### src/rtl/uart_rx_frame_ctrl.sv
// Frame controller behind the UART byte receiver: hunts for a sync byte,
// captures length, payload and checksum, and holds a validated frame in a
// small buffer for the consumer until it is acknowledged.
module uart_rx_frame_ctrl #(
  parameter logic [7:0]  SYNC_BYTE      = 8'hA5,
  parameter int unsigned MAX_LEN        = 16,
  parameter int unsigned ADDR_W         = 4,
  parameter int unsigned TIMEOUT_CYCLES = 50000
) (
  input  logic              clk,
  input  logic              rst,
  input  logic              rx_ready,
  input  logic [7:0]        rx_data,
  input  logic              frame_ack,
  input  logic [ADDR_W-1:0] rd_addr,
  output logic [7:0]        rd_data,
  output logic              frame_valid,
  output logic [7:0]        frame_len,
  output logic              err,
  output logic [1:0]        err_code
);

  localparam int unsigned DEPTH = 1 << ADDR_W;
  localparam int unsigned TMO_W = (TIMEOUT_CYCLES > 2) ? $clog2(TIMEOUT_CYCLES) : 1;
  localparam logic [TMO_W-1:0] TMO_LAST = TMO_W'(TIMEOUT_CYCLES - 1);

  localparam logic [1:0] ERR_LEN     = 2'd0;
  localparam logic [1:0] ERR_CSUM    = 2'd1;
  localparam logic [1:0] ERR_TIMEOUT = 2'd2;
  localparam logic [1:0] ERR_OVERRUN = 2'd3;

  typedef enum logic [2:0] {
    S_HUNT,
    S_LEN,
    S_PAYLOAD,
    S_CSUM,
    S_HOLD
  } state_t;

  state_t           state_q, state_d;
  logic [7:0]       len_d;
  logic [7:0]       sum_q, sum_d;
  logic [7:0]       idx_q, idx_d;
  logic [TMO_W-1:0] tmo_q, tmo_d;
  logic             err_d;
  logic [1:0]       err_code_d;
  logic             valid_d;
  logic             wr_en_c;
  logic             in_frame_c;
  logic [7:0]       buffer [DEPTH];

  // Next-state, datapath and output decode
  always_comb begin
    state_d    = state_q;
    len_d      = frame_len;
    sum_d      = sum_q;
    idx_d      = idx_q;
    tmo_d      = '0;
    err_d      = 1'b0;
    err_code_d = err_code;
    wr_en_c    = 1'b0;
    in_frame_c = (state_q == S_LEN) || (state_q == S_PAYLOAD) || (state_q == S_CSUM);

    case (state_q)
      S_HUNT: begin
        if (rx_ready && (rx_data == SYNC_BYTE)) begin
          state_d = S_LEN;
        end
      end
      S_LEN: begin
        if (rx_ready) begin
          if ((rx_data == 8'd0) || (rx_data > 8'(MAX_LEN))) begin
            err_d      = 1'b1;
            err_code_d = ERR_LEN;
            state_d    = S_HUNT;
          end else begin
            len_d   = rx_data;
            sum_d   = rx_data;
            idx_d   = 8'd0;
            state_d = S_PAYLOAD;
          end
        end
      end
      S_PAYLOAD: begin
        if (rx_ready) begin
          wr_en_c = 1'b1;
          idx_d   = idx_q + 8'd1;
          sum_d   = sum_q + rx_data;
          if ((idx_q + 8'd1) == frame_len) begin
            state_d = S_CSUM;
          end
        end
      end
      S_CSUM: begin
        if (rx_ready) begin
          if (rx_data == sum_q) begin
            state_d = S_HOLD;
          end else begin
            err_d      = 1'b1;
            err_code_d = ERR_CSUM;
            state_d    = S_HUNT;
          end
        end
      end
      S_HOLD: begin
        if (rx_ready) begin
          err_d      = 1'b1;
          err_code_d = ERR_OVERRUN;
        end
        if (frame_ack) begin
          state_d = S_HUNT;
        end
      end
      default: begin
        state_d = S_HUNT;
      end
    endcase

    // Inter-byte watchdog; a byte on the expiry cycle wins over the timeout
    if (in_frame_c && !rx_ready) begin
      if (tmo_q == TMO_LAST) begin
        err_d      = 1'b1;
        err_code_d = ERR_TIMEOUT;
        state_d    = S_HUNT;
      end else begin
        tmo_d = tmo_q + TMO_W'(1);
      end
    end

    valid_d = (state_d == S_HOLD);
  end

  // State, counters and registered outputs
  always_ff @(posedge clk) begin
    if (rst) begin
      state_q     <= S_HUNT;
      frame_len   <= 8'd0;
      sum_q       <= 8'd0;
      idx_q       <= 8'd0;
      tmo_q       <= '0;
      err         <= 1'b0;
      err_code    <= 2'd0;
      frame_valid <= 1'b0;
    end else begin
      state_q     <= state_d;
      frame_len   <= len_d;
      sum_q       <= sum_d;
      idx_q       <= idx_d;
      tmo_q       <= tmo_d;
      err         <= err_d;
      err_code    <= err_code_d;
      frame_valid <= valid_d;
    end
  end

  // Payload buffer; written only while collecting payload so HOLD sees stable data
  always_ff @(posedge clk) begin
    if (wr_en_c) begin
      buffer[idx_q[ADDR_W-1:0]] <= rx_data;
    end
  end

  // Registered buffer read port
  always_ff @(posedge clk) begin
    if (rst) begin
      rd_data <= 8'd0;
    end else begin
      rd_data <= buffer[rd_addr];
    end
  end

endmodule

### config.mk
export PLATFORM = sky130hd
export DESIGN_NAME = uart_rx_frame_ctrl
export DESIGN_NICKNAME = d
export VERILOG_FILES = /design/src/rtl/uart_rx_frame_ctrl.sv
export SDC_FILE = /design/constraint.sdc
export NUM_CORES = 1
export LEC_CHECK = 0
export CAP_MARGIN = 5
export CORE_ASPECT_RATIO = 1.2
export CORE_MARGIN = 5
export CORE_UTILIZATION = 60
export CTS_BUF_LIST = sky130_fd_sc_hd__clkbuf_4
export CTS_CLUSTER_DIAMETER = 50
export DETAILED_ROUTE_END_ITERATION = 8
export PLACE_DENSITY_LB_ADDON = 0.2
export REMOVE_ABC_BUFFERS = 1
export SKIP_CTS_REPAIR_TIMING = 1
export SLEW_MARGIN = 40
export SYNTH_ARGS = -nofsm -noshare
export SYNTH_HDL_FRONTEND = slang
export SYNTH_SLANG_ARGS = --single-unit
export TNS_END_PERCENT = 30
### constraint.sdc
create_clock -name clk -period 3.5 [get_ports clk]
set_input_delay 0.525 -clock clk [delete_from_list [all_inputs] [get_ports clk]]
set_output_delay 0.525 -clock clk [all_outputs]
set_load 0.05 [all_outputs]
==> metrics.md, run 1 <==
| Metric | Value |
|---|---|
| Reg area | `4945 um2` |
| Worst setup EP type | `flop` |
| Gate Count Post-Synth | `537` |
| Setup Viol. Count Final | `0` |
| Worst-Skew Late Latency | `0.57 ns` |
| Routed len/inst | `21.52 um` |
| Worst setup margin | `1.105 ns` |
| Final Max Slew Viols | `0` |
| Startpoint types | `input port` |
| CTS max path bufs | `2` |
| Post-synth top flop | `edfxtp_1` |
| Final Non-Filler Cells | `780` |
| CTS Buf Count | `17` |
| Post-Place Worst Slack | `0.5128 ns` |
| Rows | `46` |
| Netlist Area Pre-Place | `7966 um2` |
| DRT iter0 DRCs | `331` |
| Final GP Congestion | `0.8499` |
| Synth Register Bits | `183` |
| CTS Sinks | `183` |
| Critical path origin | `rx_data[1]` |
| Wirelength, routed | `16,790 um` |
| Die area | `15,690 um2` |
| Synth warn | `0` |
| Commonest cells after routing, fill and taps aside | `edfxtp_1, dfxtp_1, nor2_1` |
| CP Data Arrival Time | `2.90 ns` |
| Antenna violations before repair | `0` |
| Placed cell count | `748` |
| CP Max Fanout | `10` |
| Min-Delay Startpoint | `tmo_q[0]` |
| DRT antenna net count | `0` |
| Worst-Margin Slew | `0.6651 ns` |
| Share of total power in sequential cells | `0.636` |
| Sequential fraction of the synthesis area | `0.6207` |
| Max VDD drop | `0.2556 mV` |
| Clock power frac | `0.304` |
| Via count | `4,809` |
| IO Pins | `36` |
| RSZ-0062 raised after global routing | `no` |
| Synth unique cells | `64` |
| Asr flop ratio synth | `0` |
| Switching pwr | `0.0007967 W` |
| H-tree Lvls | `4` |
| Vias in the first global route | `4,777` |
| Vias/cell | `6.165` |
| Largest net degree at the start of global routing | `33` |
| Port Buf Inserts | `35` |
| Core ar. | `13,120 um2` |
| Root Driver | `clkbuf_4` |
| Worst path required time | `4.00 ns` |
| Worst min path class | `flop to flop` |
| Tcrit/Tclk final | `0.6843` |
| Max Cap Viol | `0` |
| Residual DRC count | `0` |
| Worst Hold Slack | `0.4986 ns` |
| Post-synth EDFFs | `128` |
| Die Span X | `115.2 um` |
| Fin Clk Skew | `0.01310 ns` |
| Effective utilization at floorplan | `0.6071` |
| DP HPWL | `11,340 um` |
| Drt pass-1 iters | `5` |
| Logic pwr share | `0.060` |
| Int Power | `0.002848 W` |
| Syn Area/Cell | `14.83 um2` |
| Fin nets | `628` |
| Clk slew on worst S/H paths | `0.14 ns` |
| Pwr Density | `411.4 nW/um2` |
| Switching part of the total power | `0.2186` |
| CTS tree | `yes` |
| Most common cell after layout, fill and taps aside | `edfxtp_1` |
| Outcome | `completed` |
| Area Overhead vs Synth | `11.21%` |
| DIE HEIGHT | `136.2 um` |
| Design Power | `0.003645 W` |
| FF-to-FF Start | `tmo_q[7]` |
| Total Routing Usage GR | `0.2339` |
| Setup tns final | `0 ns` |
| Footprint of the multi-input gates | `2811 um2` |
| Share of layout cells above drive strength 1 | `0.1487` |
| Overflow after GRT | `0` |
| # fillers | `920` |
| Hold Vio Cnt, Final | `0` |
| Fmax | `0.4175 GHz` |
| Rel. slew slack | `0.5542` |
| Global-route wire length before repair | `26,860 um` |
| # diodes | `0` |
| WS Path Type | `input port to flop` |
| P_leak | `3.056 nW` |
| Tmin final | `2.395 ns` |
-- final cells by class --
class / count / area share
Clock inverter: 12 / 0.01271
Multi-Input combinational cell: 317 / 0.3173
Tap cell: 168 / 0.02373
Inverter: 14 / 0.005931
Sequential cell: 183 / 0.5581
Timing Repair Buffer: 66 / 0.06524
Clock buffer: 20 / 0.01695
-- synthesized netlist by cell type, drive strengths merged (7+ instances only) --
library cell | number | area (um2)
nand2 | 18 | 70.07
inv | 14 | 52.55
dfxtp | 55 | 1101
mux4 | 40 | 991.0
xnor2 | 14 | 130.1
xor2 | 15 | 131.4
o21ai | 9 | 45.04
edfxtp | 128 | 3844
nor3 | 15 | 85.08
and2 | 10 | 62.56
nor2b | 7 | 43.79
a21oi | 21 | 105.1
clkbuf | 11 | 41.29
ha | 12 | 150.1
mux2i | 8 | 80.08
or3 | 7 | 43.79
nand3 | 16 | 85.08
buf | 12 | 116.4
nor2 | 54 | 205.2
-- worst paths after layout --
check              endpoint  cells past startpoint  slack, ns
setup / recovery   sum_q[7]                      7       1.10
hold / removal     tmo_q[0]                      1       0.50
setup reg to reg  tmo_q[11]                      4       1.35
hold reg to reg    tmo_q[0]                      1       0.50
-- flip-flops by register name (all words and copies together) (netlist names) --
register / count
buffer: 128
frame_len: 8
idx_q: 8
sum_q: 8
state_q: 3
err: 1
err_code: 2
tmo_q: 16
frame_valid: 1
rd_data: 8
-- layer usage --
| layer | up-vias | GRT usage | share of wire | routed length [um] |
|---|---|---|---|---|
| li1 | 2207 | - | - | - |
| met1 | 2393 | 0.3078 | 0.40 | 6777 |
| met2 | 179 | 0.3948 | 0.52 | 8663 |
| met3 | 30 | 0.03963 | 0.057 | 950 |
| met4 | 0 | 0.08089 | 0.024 | 397 |
| met5 | - | 0 | 0 | 0 |
-- worst max-delay path, cell delays in order --
cell	delay [ns]
clkdlybuf4s50_1	0.75
ha_1	0.32
a21o_1	0.19
and4_1	0.23
o221a_2	0.30
or4_1	0.50
o221ai_1	0.08
-- kinds of logic after synthesis --
| kind of cell | after synthesis | share of synthesized area |
|---|---|---|
| DFF | 183 | 0.6207 |
| and+or+nand+nor | 162 | 0.1090 |
| AOI/OAI and AO/OA | 65 | 0.05529 |
| muxes | 48 | 0.1344 |
| buffers and inverters | 37 | 0.02639 |
| xor gates and xnor gates | 29 | 0.03283 |
| adders and majority gates | 13 | 0.02136 |
-- per-stage QoR --
stage                     utilization  cell area [um2]
after floorplan                     -             7809
after global placement         0.6551             8597
after detailed placement       0.6551             8597
after CTS                      0.6752             8860
after global routing           0.6752             8860
final                          0.6752             8860
-- power by group through the flow --
stage	combinational, W	sequential, W	clock, W
2_1_floorplan	0.0000774	0.00239	0
3_3_place_gp	0.000217	0.00237	0
3_5_place_dp	0.000222	0.00237	0
4_1_cts	0.000222	0.00232	0.00113
5_1_grt	0.000235	0.00232	0.00124
6_report	0.000218	0.00232	0.00111
No activity file was read; power rests on OpenSTA's default activity.
==> run 2, diff against run 1 <==
--- a/config.mk
+++ b/config.mk
@@ -8,7 +8,7 @@
 export CAP_MARGIN = 5
 export CORE_ASPECT_RATIO = 1.2
 export CORE_MARGIN = 5
-export CORE_UTILIZATION = 60
+export CORE_UTILIZATION = 56
 export CTS_BUF_LIST = sky130_fd_sc_hd__clkbuf_4
 export CTS_CLUSTER_DIAMETER = 50
 export DETAILED_ROUTE_END_ITERATION = 8
==> constraint.sdc (replaced) <==
create_clock -name clk -period 2.1 [get_ports clk]
set_input_delay 0.315 -clock clk [delete_from_list [all_inputs] [get_ports clk]]
set_output_delay 0.315 -clock clk [all_outputs]
set_load 0.05 [all_outputs]
==> metrics.md, run 2 (synthesized netlist as in run 1, its figures left out) <==
| Metric | Value |
|---|---|
| Wirelength, routed | `17,320 um (was 16,790 um)` |
| Root Driver | `clkbuf_4 (unchanged)` |
| Setup Viol. Count Final | `0 (unchanged)` |
| R2R depth | `5 (was 4)` |
| Fin Clk Skew | `0.01516 ns (was 0.01310 ns)` |
| Global-route wire length before repair | `27,580 um (was 26,860 um)` |
| Delay-heaviest family, CP | `buffers and inverters (unchanged)` |
| Max Cap Viol | `0 (unchanged)` |
| Total Routing Usage GR | `0.2185 (was 0.2339)` |
| Fmax | `0.4959 GHz` |
| Fin nets | `671 (was 628)` |
| Core ar. | `13,880 um2 (was 13,120 um2)` |
| DIE HEIGHT | `140.7 um (was 136.2 um)` |
| Clk slew on worst S/H paths | `0.14 ns (about the same)` |
| R2r endpoint | `buffer[3][4] (was tmo_q[11])` |
| Hold Crit Depth | `4 (was 1)` |
| Rel. slew slack | `0.6340 (was 0.5542)` |
| Tmin final | `2.016 ns` |
| Area Overhead vs Synth | `16.77% (was 11.21%)` |
| Worst path required time | `1.78 ns (was 4.00 ns)` |
| Worst-Skew Late Latency | `0.57 ns (about the same)` |
| # fillers | `1,005 (was 920)` |
| Port Buf Inserts | `35 (unchanged)` |
| Vias/cell | `5.952 (was 6.165)` |
| Via count | `4,922 (was 4,809)` |
| Overflow after GRT | `0 (unchanged)` |
| WS Path Type | `flop to primary output (was input port to flop)` |
| Vias in the first global route | `5,086 (was 4,777)` |
| Share of layout cells above drive strength 1 | `0.2107 (was 0.1487)` |
| Hold Path Sink | `state_q[2] (was tmo_q[0])` |
| Drt pass-1 iters | `5 (unchanged)` |
| Effective utilization at floorplan | `0.5740 (was 0.6071)` |
| CTS max path bufs | `2 (unchanged)` |
| Most common cell after layout, fill and taps aside | `edfxtp_1 (unchanged)` |
| Residual DRC count | `0 (unchanged)` |
| Pwr Density | `673.5 nW/um2 (was 411.4 nW/um2)` |
| Hold Vio Cnt, Final | `0 (unchanged)` |
| DRT antenna net count | `0 (unchanged)` |
| Tcrit/Tclk final | `0.9602` |
| CP Data Arrival Time | `1.70 ns (was 2.90 ns)` |
| Routed len/inst | `20.94 um (was 21.52 um)` |
| Outcome | `completed (unchanged)` |
| DRT iter0 DRCs | `285 (was 331)` |
| Final Max Slew Viols | `0 (unchanged)` |
| Placed cell count | `794 (was 748)` |
| Commonest cells after routing, fill and taps aside | `edfxtp_1, buf_4, dfxtp_1 (was edfxtp_1, dfxtp_1, nor2_1)` |
| Worst Path Buf+Inv | `1 (unchanged)` |
| Worst setup EP type | `primary output (was flop)` |
| CTS Sinks | `183 (unchanged)` |
| Worst min path class | `input port to flop (was flop to flop)` |
| H-tree Lvls | `4 (unchanged)` |
| Final GP Congestion | `0.8811 (was 0.8499)` |
| Crit-path cells | `clkdlybuf4s50_1 (was clkdlybuf4s50_1, ha_1, a21o_1, and4_1, o221a_2, or4_1, o221ai_1)` |
| CP max stage delay | `0.80 ns (was 0.75 ns)` |
| Worst Hold Slack | `0.4331 ns (was 0.4986 ns)` |
| IO Pins | `36 (unchanged)` |
| Die area | `16,720 um2 (was 15,690 um2)` |
| CP max-delay cell | `clkdlybuf4s50_1 (unchanged)` |
| Worst-Margin Slew | `0.5482 ns (was 0.6651 ns)` |
| DP HPWL | `12,060 um (was 11,340 um)` |
| Largest net degree at the start of global routing | `33 (unchanged)` |
| Final core occ | `0.6703 (was 0.6752)` |
| CTS tree | `yes (unchanged)` |
| Design Power | `0.006266 W (was 0.003645 W)` |
| Die Span X | `118.9 um (was 115.2 um)` |
| CTS Buf Count | `17 (unchanged)` |
| Max reg flops | `128 (unchanged)` |
| Final Non-Filler Cells | `827 (was 780)` |
| Setup slack, reg-to-reg | `0.10 ns (was 1.35 ns)` |
| RSZ-0062 raised after global routing | `no (unchanged)` |
| FF-to-FF Start | `state_q[1] (was tmo_q[7])` |
| Rows | `47 (was 46)` |
| Max VDD drop | `0.3010 mV (was 0.2556 mV)` |
| CP Max Fanout | `1 (was 10)` |
| Min-Delay Startpoint | `frame_ack (was tmo_q[0])` |
| Antenna violations before repair | `1 (was 0)` |
| P_leak | `3.607 nW (was 3.056 nW)` |
| Startpoint types | `flop (was input port)` |
## run 2: routing by layer
layer  vias to the layer above  share of wire  track usage
met5                         -              0            0
li1                       2297              -            -
met3                        30          0.047      0.04247
met4                         0          0.026      0.08481
met2                       154           0.53       0.3865
met1                      2441           0.40       0.2654
## run 2: how the worst max path moves through the flow
stage,startpoint,end,slack [ns],cells past startpoint
after detailed placement,rx_data[3],err,-0.41,7
after global placement,rx_data[3],err,-0.43,7
after global routing,rd_data[1],rd_data[1],0.004,1
final,rd_data[1],rd_data[1],0.08,1
after floorplan,state_q[1],buffer[0][0],-0.45,3
after CTS,frame_len[2],frame_len[2],-0.13,1
## run 2: stage by stage
stage | TNS [ns] | worst slack [ns] | area, um2
floorplan | -34.76 | -0.4454 | 7809
global placement | -6.098 | -0.4299 | 8949
detailed placement | -8.267 | -0.4079 | 8949
CTS | -0.6036 | -0.1256 | 9244
global route | 0 | 0.003970 | 9303
finish | 0 | 0.08364 | 9303
## run 2: final cells by class
type	instances	area, um2	area share
antenna	1	2.502	0.0002690
clock buffer	19	142.6	0.01533
clock inverter	13	152.6	0.01641
inverter	14	52.55	0.005649
multi-input combinational	317	2820	0.3032
sequential	183	4945	0.5315
tap	171	214.0	0.02300
timing repair buffer	109	973.4	0.1046
## run 2: where the power goes
group          total (W)  switching, W  internal [W]
clock network    0.00199       0.00115      0.000845
registers        0.00386    0.00000295       0.00386
logic           0.000411      0.000229      0.000182
==> run 3, diff against run 2 <==
--- a/config.mk
+++ b/config.mk
@@ -6,12 +6,12 @@
 export NUM_CORES = 1
 export LEC_CHECK = 0
 export CAP_MARGIN = 5
-export CORE_ASPECT_RATIO = 1.2
 export CORE_MARGIN = 5
 export CORE_UTILIZATION = 56
 export CTS_BUF_LIST = sky130_fd_sc_hd__clkbuf_4
 export CTS_CLUSTER_DIAMETER = 50
 export DETAILED_ROUTE_END_ITERATION = 8
+export HOLD_SLACK_MARGIN = 0.05
 export PLACE_DENSITY_LB_ADDON = 0.2
 export REMOVE_ABC_BUFFERS = 1
 export SKIP_CTS_REPAIR_TIMING = 1
==> metrics.md, run 3 (synthesized netlist as in run 1, its figures left out) <==
| Metric | Value |
|---|---|
| Outcome | `completed (unchanged)` |
| Switching part of the total power | `0.2197 (was 0.2200)` |
| Worst-Margin Slew | `0.5156 ns (was 0.5482 ns)` |
| Port Buf Inserts | `35 (unchanged)` |
| Worst setup EP type | `primary output (unchanged)` |
| CP max stage delay | `0.79 ns (was 0.80 ns)` |
| CTS Buf Count | `17 (unchanged)` |
| Delay-heaviest family, CP | `buffers and inverters (unchanged)` |
| WS Path Type | `flop to primary output (unchanged)` |
| Most common cell after layout, fill and taps aside | `edfxtp_1 (unchanged)` |
| Vias in the first global route | `4,898 (was 5,086)` |
| Worst min path class | `input port to flop (unchanged)` |
| Die area | `16,710 um2 (was 16,720 um2)` |
| Fin nets | `663 (was 671)` |
| Via count | `4,846 (was 4,922)` |
| Effective utilization at floorplan | `0.5717 (was 0.5740)` |
| DR WL met3 | `611 um (was 809 um)` |
| Max VDD drop | `0.4144 mV (was 0.3010 mV)` |
| Routed len/inst | `20.56 um (was 20.94 um)` |
| RSZ-0062 raised after global routing | `no (unchanged)` |
| Uppermost layer routed | `met4 (unchanged)` |
| Area Overhead vs Synth | `16.19% (was 16.77%)` |
| Vias/cell | `5.853 (was 5.952)` |
| Hold Vio Cnt, Final | `0 (unchanged)` |
| DIE HEIGHT | `129.3 um (was 140.7 um)` |
| P_leak | `3.523 nW (was 3.607 nW)` |
| Total Routing Usage GR | `0.2176 (was 0.2185)` |
| Largest net degree at the start of global routing | `22 (was 33)` |
| Wire length on met1 | `7371 um (was 6872 um)` |
| Worst-Skew Late Latency | `0.57 ns (about the same)` |
| Startpoint types | `flop (unchanged)` |
| Tmin final | `2.016 ns (about the same)` |
| Final Max Slew Viols | `0 (unchanged)` |
| Overflow after GRT | `0 (unchanged)` |
| Worst Path Buf+Inv | `1 (unchanged)` |
| Max reg flops | `128 (unchanged)` |
| Worst setup margin | `0.08418 ns (was 0.08364 ns)` |
| Switching pwr | `0.001383 W (was 0.001378 W)` |
| Worst path required time | `1.78 ns (about the same)` |
| Post-Place Worst Slack | `-0.3775 ns (was -0.4079 ns)` |
| H-tree Lvls | `4 (unchanged)` |
| Max Cap Viol | `0 (unchanged)` |
| Setup Viol. Count Final | `0 (unchanged)` |
| CTS max path bufs | `2 (unchanged)` |
| CP max-delay cell | `clkdlybuf4s50_1 (unchanged)` |
| Share of layout cells above drive strength 1 | `0.1947 (was 0.2107)` |
| Wirelength, routed | `17,030 um (was 17,320 um)` |
| Root Driver | `clkbuf_4 (unchanged)` |
| Final core occ | `0.6643 (was 0.6703)` |
| Drt pass-1 iters | `4 (was 5)` |
| Antenna violations before repair | `0 (was 1)` |
| Global-route wire length before repair | `27,010 um (was 27,580 um)` |
| Share of total power in sequential cells | `0.614 (was 0.617)` |
| DP HPWL | `11,710 um (was 12,060 um)` |
| DRT antenna net count | `0 (unchanged)` |
| Logic pwr share | `0.066 (about the same)` |
| Residual DRC count | `0 (unchanged)` |
| IO Pins | `36 (unchanged)` |
| Fmax | `0.4961 GHz (was 0.4959 GHz)` |
| DRT iter0 DRCs | `448 (was 285)` |
| Tcrit/Tclk final | `0.9599 (was 0.9602)` |
| Core ar. | `13,930 um2 (was 13,880 um2)` |
| Int Power | `0.004913 W (was 0.004887 W)` |
| Clk slew on worst S/H paths | `0.15 ns (was 0.14 ns)` |
| Fin Clk Skew | `0.02408 ns (was 0.01516 ns)` |
| Metal2 WL | `8764 um (was 9186 um)` |
| Pwr Density | `680.2 nW/um2 (was 673.5 nW/um2)` |
| CP Data Arrival Time | `1.70 ns (about the same)` |
| CTS Sinks | `183 (unchanged)` |
| Die Span X | `129.3 um (was 118.9 um)` |
| Crit-path cells | `clkdlybuf4s50_1 (unchanged)` |
| Final GP Congestion | `0.9138 (was 0.8811)` |
| Rows | `43 (was 47)` |
| Clock power frac | `0.320 (was 0.318)` |
| Rel. slew slack | `0.6557 (was 0.6340)` |
| Commonest cells after routing, fill and taps aside | `edfxtp_1, buf_4, dfxtp_1 (unchanged)` |
| CP Max Fanout | `1 (unchanged)` |
| CTS tree | `yes (unchanged)` |
## run 3: worst reg2reg max path: stages, from the launching register on
cell	delay, ns
dfxtp_1	0.36
ha_1	0.37
or3_1	0.42
nor4_1	0.32
a311oi_1	0.09
o21ai_0	0.22
a21oi_1	0.10
## run 3: final timing paths
kind                   start     endpoint  slack (ns)  cells past startpoint
setup / recovery  rd_data[1]   rd_data[1]        0.08                      1
hold / removal     frame_ack  frame_valid        0.43                      4
setup reg to reg    sum_q[4]          err        0.12                      6
hold reg to reg     tmo_q[0]     tmo_q[0]        0.49                      1
## run 3: cell type report
class	instances	area (um2)
clock inverters	12	150.1
fillers	994	4678
clock buffers	20	150.1
flip-flops and latches	183	4946
well taps	180	225.2
repair buffers	101	918.4
inverters	14	52.55
multi-input cells	317	2811
diodes	1	2.502
## run 3: per-layer routing
metal / up-vias / track usage
met5: - / 0
met4: 0 / 0.06856
met3: 26 / 0.04204
met2: 108 / 0.3759
met1: 2435 / 0.2799
li1: 2277 / -
## run 3: stage by stage
step	total power, W	area, um2	hold slack [ns]	TNS (ns)	instances
after floorplan	0.004119	7809	0.3841	-34.76	514
after global placement	0.004352	8912	0.4449	-5.512	795
after detailed placement	0.004363	8912	0.4600	-6.887	795
after CTS	0.006361	9213	0.3839	-0.5324	827
after global routing	0.006546	9254	0.4287	0	827
final	0.006296	9256	0.4316	0	828
## run 3: power by group through the flow
| stage | sequential (W) | combinational [W] | clock [W] |
|---|---|---|---|
| 6_report | 0.00386 | 0.000417 | 0.00202 |
| 2_1_floorplan | 0.00399 | 0.000129 | 0 |
| 3_3_place_gp | 0.00394 | 0.000407 | 0 |
| 5_1_grt | 0.00387 | 0.000441 | 0.00224 |
| 3_5_place_dp | 0.00395 | 0.000418 | 0 |
| 4_1_cts | 0.00386 | 0.000421 | 0.00208 |
